**config.mk**
```make
export PLATFORM = sky130hd
export DESIGN_NAME = screen_mem_arbiter_flat
export DESIGN_NICKNAME = d
export VERILOG_FILES = /design/src/rtl/screen_mem_arbiter_if.sv /design/src/rtl/screen_mem_arbiter.sv /design/src/flat_wrapper.sv
export SDC_FILE = /design/constraint.sdc
export NUM_CORES = 1
export LEC_CHECK = 0
export ABC_CLOCK_PERIOD_IN_PS = 2150
export CAP_MARGIN = 10
export CORE_MARGIN = 4
export CORE_UTILIZATION = 44
export CTS_BUF_LIST = sky130_fd_sc_hd__clkbuf_16
export CTS_CLUSTER_DIAMETER = 200
export DETAILED_ROUTE_END_ITERATION = 16
export GPL_TIMING_DRIVEN = 1
export PLACE_DENSITY = 0.92
export SYNTH_ARGS = -nofsm -noshare
export SYNTH_HDL_FRONTEND = slang
export SYNTH_SLANG_ARGS = --single-unit
```
**constraint.sdc**
```tcl
create_clock -name clk -period 2.15 [get_ports clk]
set_input_delay 0.43 -clock clk [delete_from_list [all_inputs] [get_ports clk]]
set_output_delay 0.43 -clock clk [all_outputs]
set_load 0.01 [all_outputs]
```
**src/rtl/screen_mem_arbiter_if.sv**
```systemverilog
// screen_mem_arbiter_if: CPU, display and memory-array signals of the screen memory arbiter.
interface screen_mem_arbiter_if #(
   parameter int ADDR_W = 15,
   parameter int DATA_W = 16
);
   logic              cpu_req;
   logic              cpu_we;
   logic [ADDR_W-1:0] cpu_addr;
   logic [DATA_W-1:0] cpu_wdata;
   logic              cpu_ack;
   logic [DATA_W-1:0] cpu_rdata;
   logic              cpu_err;
   logic              disp_req;
   logic [ADDR_W-1:0] disp_addr;
   logic              disp_ack;
   logic [DATA_W-1:0] disp_rdata;
   logic              mem_en;
   logic              mem_we;
   logic [ADDR_W-1:0] mem_addr;
   logic [DATA_W-1:0] mem_wdata;
   logic [DATA_W-1:0] mem_rdata;

   modport slave (
      input  cpu_req, cpu_we, cpu_addr, cpu_wdata, disp_req, disp_addr, mem_rdata,
      output cpu_ack, cpu_rdata, cpu_err, disp_ack, disp_rdata, mem_en, mem_we, mem_addr, mem_wdata
   );

   modport master (
      output cpu_req, cpu_we, cpu_addr, cpu_wdata, disp_req, disp_addr, mem_rdata,
      input  cpu_ack, cpu_rdata, cpu_err, disp_ack, disp_rdata, mem_en, mem_we, mem_addr, mem_wdata
   );
endinterface

```
**src/rtl/screen_mem_arbiter.sv**
```systemverilog
// screen_mem_arbiter: shares one single-port RAM between CPU and display scan-out, display-first with a CPU starvation guard.
// Defining ARB_STATS_EN adds grant counters and a longest-CPU-wait statistic.
module screen_mem_arbiter #(
   parameter int ADDR_W       = 15,
   parameter int DATA_W       = 16,
   parameter int MEM_DEPTH    = 24576,
   parameter int MAX_DISP_RUN = 4
) (
   input  logic clk,
   input  logic rst_n,
   screen_mem_arbiter_if.slave bus
`ifdef ARB_STATS_EN
   ,
   output logic [15:0] stat_cpu_grants,
   output logic [15:0] stat_disp_grants,
   output logic [7:0]  stat_cpu_wait_max
`endif
);
   localparam int RUN_W = $clog2(MAX_DISP_RUN + 1);
   localparam int AW1 = ADDR_W + 1;
   localparam logic [RUN_W-1:0] RUN_MAX = RUN_W'(MAX_DISP_RUN);
   localparam logic [ADDR_W:0] DEPTH = AW1'(MEM_DEPTH);

   typedef enum logic [1:0] {IDLE, ACCESS, RESP} state_t;
   typedef enum logic [1:0] {OWN_NONE, OWN_CPU, OWN_DISP} owner_t;

   state_t            state, state_n;
   owner_t            owner;
   logic [RUN_W-1:0]  run_cnt;
   logic              lat_we, lat_oor, grant, cpu_win;
   logic [ADDR_W-1:0] lat_addr, sel_addr;
   logic [DATA_W-1:0] lat_wdata, cpu_rdata_q, disp_rdata_q;

   always_comb begin
      cpu_win        = bus.cpu_req && (!bus.disp_req || run_cnt == RUN_MAX);
      grant          = state == IDLE && (bus.cpu_req || bus.disp_req);
      sel_addr       = cpu_win ? bus.cpu_addr : bus.disp_addr;
      state_n        = state;
      bus.mem_en     = 1'b0;
      bus.mem_we     = 1'b0;
      bus.mem_addr   = '0;
      bus.mem_wdata  = '0;
      bus.cpu_ack    = 1'b0;
      bus.cpu_err    = 1'b0;
      bus.disp_ack   = 1'b0;
      bus.cpu_rdata  = cpu_rdata_q;
      bus.disp_rdata = disp_rdata_q;
      case (state)
         IDLE: state_n = grant ? ACCESS : IDLE;
         ACCESS: begin
            state_n       = RESP;
            bus.mem_en    = !lat_oor;
            bus.mem_we    = lat_we && !lat_oor;
            bus.mem_addr  = lat_addr;
            bus.mem_wdata = lat_wdata;
         end
         RESP: begin
            state_n      = IDLE;
            bus.cpu_ack  = owner == OWN_CPU;
            bus.cpu_err  = owner == OWN_CPU && lat_oor;
            bus.disp_ack = owner == OWN_DISP;
            // out-of-range CPU reads keep the held value; display reads return zero
            bus.cpu_rdata  = (owner == OWN_CPU && !lat_we && !lat_oor) ? bus.mem_rdata : cpu_rdata_q;
            bus.disp_rdata = owner == OWN_DISP ? (lat_oor ? '0 : bus.mem_rdata) : disp_rdata_q;
         end
         default: state_n = IDLE;
      endcase
   end

   always_ff @(posedge clk or negedge rst_n) begin
      if (!rst_n) begin
         state        <= IDLE;
         owner        <= OWN_NONE;
         run_cnt      <= '0;
         lat_we       <= 1'b0;
         lat_oor      <= 1'b0;
         lat_addr     <= '0;
         lat_wdata    <= '0;
         cpu_rdata_q  <= '0;
         disp_rdata_q <= '0;
      end else begin
         state        <= state_n;
         cpu_rdata_q  <= bus.cpu_rdata;
         disp_rdata_q <= bus.disp_rdata;
         if (grant) begin
            owner     <= cpu_win ? OWN_CPU : OWN_DISP;
            lat_we    <= cpu_win && bus.cpu_we;
            lat_addr  <= sel_addr;
            lat_wdata <= cpu_win ? bus.cpu_wdata : '0;
            lat_oor   <= {1'b0, sel_addr} >= DEPTH;
            run_cnt   <= (cpu_win || !bus.cpu_req) ? '0 : (run_cnt == RUN_MAX) ? run_cnt : run_cnt + 1'b1;
         end
      end
   end

`ifdef ARB_STATS_EN
   logic [7:0] wait_cnt, wait_n;

   assign wait_n = wait_cnt + {7'd0, wait_cnt != 8'hFF};

   always_ff @(posedge clk or negedge rst_n) begin
      if (!rst_n) begin
         stat_cpu_grants   <= '0;
         stat_disp_grants  <= '0;
         stat_cpu_wait_max <= '0;
         wait_cnt          <= '0;
      end else begin
         if (grant && cpu_win) stat_cpu_grants <= stat_cpu_grants + 16'd1;
         if (grant && !cpu_win) stat_disp_grants <= stat_disp_grants + 16'd1;
         if (state == IDLE && bus.cpu_req && !cpu_win) begin
            wait_cnt <= wait_n;
            if (wait_n > stat_cpu_wait_max) stat_cpu_wait_max <= wait_n;
         end else if (grant && cpu_win) begin
            wait_cnt <= '0;
         end
      end
   end
`endif
endmodule

```
**src/flat_wrapper.sv**
```systemverilog
// flat-port wrapper written by rule: the top's interface ports become plain ports
module screen_mem_arbiter_flat 
#(
   parameter int ADDR_W       = 15,
   parameter int DATA_W       = 16,
   parameter int MEM_DEPTH    = 24576,
   parameter int MAX_DISP_RUN = 4
)
  (clk, rst_n, bus_cpu_req, bus_cpu_we, bus_cpu_addr, bus_cpu_wdata, bus_disp_req, bus_disp_addr, bus_mem_rdata, bus_cpu_ack, bus_cpu_rdata, bus_cpu_err, bus_disp_ack, bus_disp_rdata, bus_mem_en, bus_mem_we, bus_mem_addr, bus_mem_wdata);
  screen_mem_arbiter_if #(.ADDR_W(ADDR_W), .DATA_W(DATA_W)) bus_i ();
  input  logic clk;
  input  logic rst_n;
  input wire logic [$bits(bus_i.cpu_req)-1:0] bus_cpu_req;
  input wire logic [$bits(bus_i.cpu_we)-1:0] bus_cpu_we;
  input wire logic [$bits(bus_i.cpu_addr)-1:0] bus_cpu_addr;
  input wire logic [$bits(bus_i.cpu_wdata)-1:0] bus_cpu_wdata;
  input wire logic [$bits(bus_i.disp_req)-1:0] bus_disp_req;
  input wire logic [$bits(bus_i.disp_addr)-1:0] bus_disp_addr;
  input wire logic [$bits(bus_i.mem_rdata)-1:0] bus_mem_rdata;
  output wire logic [$bits(bus_i.cpu_ack)-1:0] bus_cpu_ack;
  output wire logic [$bits(bus_i.cpu_rdata)-1:0] bus_cpu_rdata;
  output wire logic [$bits(bus_i.cpu_err)-1:0] bus_cpu_err;
  output wire logic [$bits(bus_i.disp_ack)-1:0] bus_disp_ack;
  output wire logic [$bits(bus_i.disp_rdata)-1:0] bus_disp_rdata;
  output wire logic [$bits(bus_i.mem_en)-1:0] bus_mem_en;
  output wire logic [$bits(bus_i.mem_we)-1:0] bus_mem_we;
  output wire logic [$bits(bus_i.mem_addr)-1:0] bus_mem_addr;
  output wire logic [$bits(bus_i.mem_wdata)-1:0] bus_mem_wdata;
  assign bus_i.cpu_req = bus_cpu_req;
  assign bus_i.cpu_we = bus_cpu_we;
  assign bus_i.cpu_addr = bus_cpu_addr;
  assign bus_i.cpu_wdata = bus_cpu_wdata;
  assign bus_i.disp_req = bus_disp_req;
  assign bus_i.disp_addr = bus_disp_addr;
  assign bus_i.mem_rdata = bus_mem_rdata;
  assign bus_cpu_ack = bus_i.cpu_ack;
  assign bus_cpu_rdata = bus_i.cpu_rdata;
  assign bus_cpu_err = bus_i.cpu_err;
  assign bus_disp_ack = bus_i.disp_ack;
  assign bus_disp_rdata = bus_i.disp_rdata;
  assign bus_mem_en = bus_i.mem_en;
  assign bus_mem_we = bus_i.mem_we;
  assign bus_mem_addr = bus_i.mem_addr;
  assign bus_mem_wdata = bus_i.mem_wdata;
  screen_mem_arbiter #(.ADDR_W(ADDR_W), .DATA_W(DATA_W), .MEM_DEPTH(MEM_DEPTH), .MAX_DISP_RUN(MAX_DISP_RUN)) u_core (.clk(clk), .rst_n(rst_n), .bus(bus_i));
endmodule
```
==> run_results.csv <==
group,metric,value,unit
power,p_leak,0.00256,uW
drt,wl,11.6,mm
global_routing,grt_pass1_vias,3298,
sta,setup_viol,16,
global_routing,grtUsageTotal,0.231,
cells_and_area,antennaDiodeCount,0,
critical_path,end_kind,"output pin",
floorplanning,dieArea,9250,um^2
synth,yosysMostFrequentCell,"dfrtp_1",
sta,timing.slew.headroom,0.347,
cells_and_area,fin_area,5410,um^2
synth,mappedNetlistArea,3420,um^2
synth,synthFlopType,"dfrtp_1",
critical_path,crit_path_max_incr_delay,380,ps
critical_path,arrival,1860,ps
status,outcome,"complete, but fails checks",
placement,place_worst_setup_slack,-136,ps
placement,buffer_ports.inserted,134,
clock_tree,max-clock-path-buffers,2,
power,pwr-share-comb,0.493,
power,internal_power,4850,uW
power,ir_drop,0.591,mV
drt,antenna_left,0,
critical_path,total_number_of_cells_along_the_worst_setup_path,6,
critical_path,crit_path_required_time,1720,ps
placement,postPlaceCellArea,4980,um^2
synth,synthesis.area_per_instance,10.4,um^2
sta,fin_crit,2290,ps
sta,maxSlewViolCount,0,
clock_tree,tritoncts_clock_tree,"yes",
synth,synth_edf_count,0,
floorplanning,chip_width,96.2,um
clock_tree,clock-sinks,72,
drt,dr.first_iter.drc_count,167,
global_routing,grt_antenna_before_repair,0,
floorplanning,fp.coreArea,7410,um^2
critical_path,timing_worst_setup_path_type,"flip-flop to output pin",
clock_tree,post_cts_hold_buffer_count,0,
cells_and_area,final_layout_size_suffix_gt1_frac,0.260,
cells_and_area,syn_to_final_growth,58.2,%
drt,drt-pass1-iter-count,4,
global_routing,grt_overflow,0,
synth,synth.top_cells.by_area,"dfrtp_1, and2_1, mux2_2",
sta,fin_worst_skew,7.64,ps
drt,via_per_inst,5.56,
synth,synth_seq_area_share,0.527,
critical_path,crit_chain,"and4bb_2, nand2_4, buf_16, buf_12, mux2_4, buf_6",
critical_path,largest_fanout_on_the_critical_path,5,
placement,gpl.final_weighted_congestion,0.806,
clock_tree,path_clk_slew,60,ps
flow_run,max_cap_viol_count,0,
clock_tree,htreeDepth,3,
power,power.share.sequential,0.297,
drt,drcViolationCount,0,
power,sw_frac_of_total,0.365,
sta,final.period_utilization,1.07,
sta,timing_hold_violations_final,0,
drt,vias,3266,
floorplanning,rows,31,
placement,detailed_place_hpwl,7.20,mm
clock_tree,insertion_delay,330,ps
sta,tightest_slew,976,ps
floorplanning,initial_core_util,0.462,
synth,netlist.top_cell.by_area,"dfrtp_1",
status,violations,"negative setup slack",
power,total_power,7640,uW
synth,synthTopCellsByCount,"dfrtp_1, and2_1, nand3_1, o21ai_0, clkbuf_1",
drt,post_drt_wl_per_cell,19.8,um
hold_path,min_path_type,"primary input to asynchronous set/reset pin",
floorplanning,io_pins,135,
power,power.switching,2790,uW
synth,synth.yosys.warnings,0,
power,ratio_of_total_power_to_cell_area,1410,nW/um^2
global_routing,grt_max_degree,41,
clock_tree,cts_root_buffer_type,"clkbuf_16",
sta,final_critical_path_setup_slack,-143,ps
critical_path,cp_startpoint_kind,"flip-flop",
sta,rsz0062_at_grt,"true",
sta,max_freq,0.436,GHz
critical_path,crit_slowest_cell,"dfrtp_1",
critical_path,timing.reg2reg.worst_path_depth,7,
cells_and_area,num-nets-final,552,
synth,synth.net_count,398,
sta,finalHoldWorstSlack,38.0,ps
global_routing,grt_first_pass_wirelength,16.3,mm
power,clockPowerShare,0.209,
clock_tree,cts_made_buffers,9,
critical_path,timing.critical_path.buf_inv,3,
synth,yosys_register_bits,72,
synth,syn-instance-count,329,
critical_path,cp_top_family,"simple AND/OR/NAND/NOR gates",
floorplanning,dieHeight,96.2,um
synth,yosys.cell_types.count,35,
synth,synth_top_area_share,0.527,
synth,synth-async-reset-ratio,1.00,
metrics by stage:
step / TNS [ps] / utilization / std cells
after floorplan: 0 / - / 329
after global placement: -164 / 0.672 / 559
after detailed placement: -1200 / 0.672 / 559
after CTS: -1300 / 0.727 / 579
after global routing: -1720 / 0.730 / 587
final: -897 / 0.730 / 587
routing by layer:
layer	vias to the layer above	routed length, um	GRT usage
li1	1484	-	-
met1	1614	4220	0.244
met2	143	6190	0.422
met3	25	946	0.0665
met4	0	277	0.101
met5	-	0	0
cell type report:
cell class	instances	area [um^2]
clock inverters	7	95.1
well taps	99	124
fillers	479	2000
inverters	4	15.0
repair buffers	173	1590
multi-input cells	223	1560
flip-flops and latches	72	1800
clock buffers	9	225
path summary, 6_finish.rpt:
| path | startpoint | slack, ps | end |
|---|---|---|---|
| worst max-delay path | u_core.state[0] | -140 | bus_cpu_rdata[9] |
| worst min-delay path | rst_n | 40 | u_core.cpu_rdata_q[14] |
| worst max register to register | u_core.state[0] | 270 | u_core.lat_oor |
| worst min register to register | u_core.lat_wdata[6] | 490 | u_core.lat_wdata[6] |
| max in group asynchronous | rst_n | 1520 | u_core.state[1] |
| min in group clk | u_core.lat_wdata[6] | 490 | u_core.lat_wdata[6] |
timing repair:
item                       CTS  global route
pin swaps                    0             1
resized for setup          171            62
cloned                       1             0
buffers inserted             3             8
setup endpoints to repair   68            33
cell usage in the layout, fill, tap and decap left out, types with 2 or more instances in the layout:
cell / n
buf_2: 5
o21ai_2: 3
nor2_1: 2
mux2_2: 2
clkinv_2: 2
buf_4: 32
buf_6: 18
dlygate4sd2_1: 24
mux2_4: 15
nand4_1: 17
dfrtp_1: 71
o21ai_0: 17
o2bb2ai_1: 17
clkdlybuf4s50_1: 65
and2_1: 34
ha_1: 2
clkbuf_2: 19
bufinv_16: 2
clkbuf_16: 9
o21ai_1: 13
nand2_1: 19
o211ai_1: 15
buf_12: 5
nand2b_1: 16
clkdlybuf4s15_1: 4
inv_1: 3
nand3_1: 33
kinds of logic after synthesis:
logic type,Yosys count,share of synthesized area
adders and majority gates,2,0.00732
DFF,72,0.527
muxes,17,0.0560
and+or+nand+nor,132,0.219
buffers and inverters,34,0.0483
AOI/OAI and AO/OA,72,0.143
state kept, by name, summed over array words and instances (netlist names):
signal	count
u_core.state	2
u_core.cpu_rdata_q	16
u_core.owner	2
u_core.lat_wdata	16
u_core.lat_oor	1
u_core.run_cnt	3
u_core.disp_rdata_q	16
u_core.lat_addr	15
u_core.lat_we	1
power by group through the flow:
stage	sequential [uW]	clock [uW]	combinational [uW]
3_3_place_gp	2200	0	3410
4_1_cts	2230	1610	3510
5_1_grt	2310	1680	4040
3_5_place_dp	2230	0	3540
6_report	2270	1600	3770
2_1_floorplan	2150	0	1790
No activity file was read; power rests on OpenSTA's default activity.
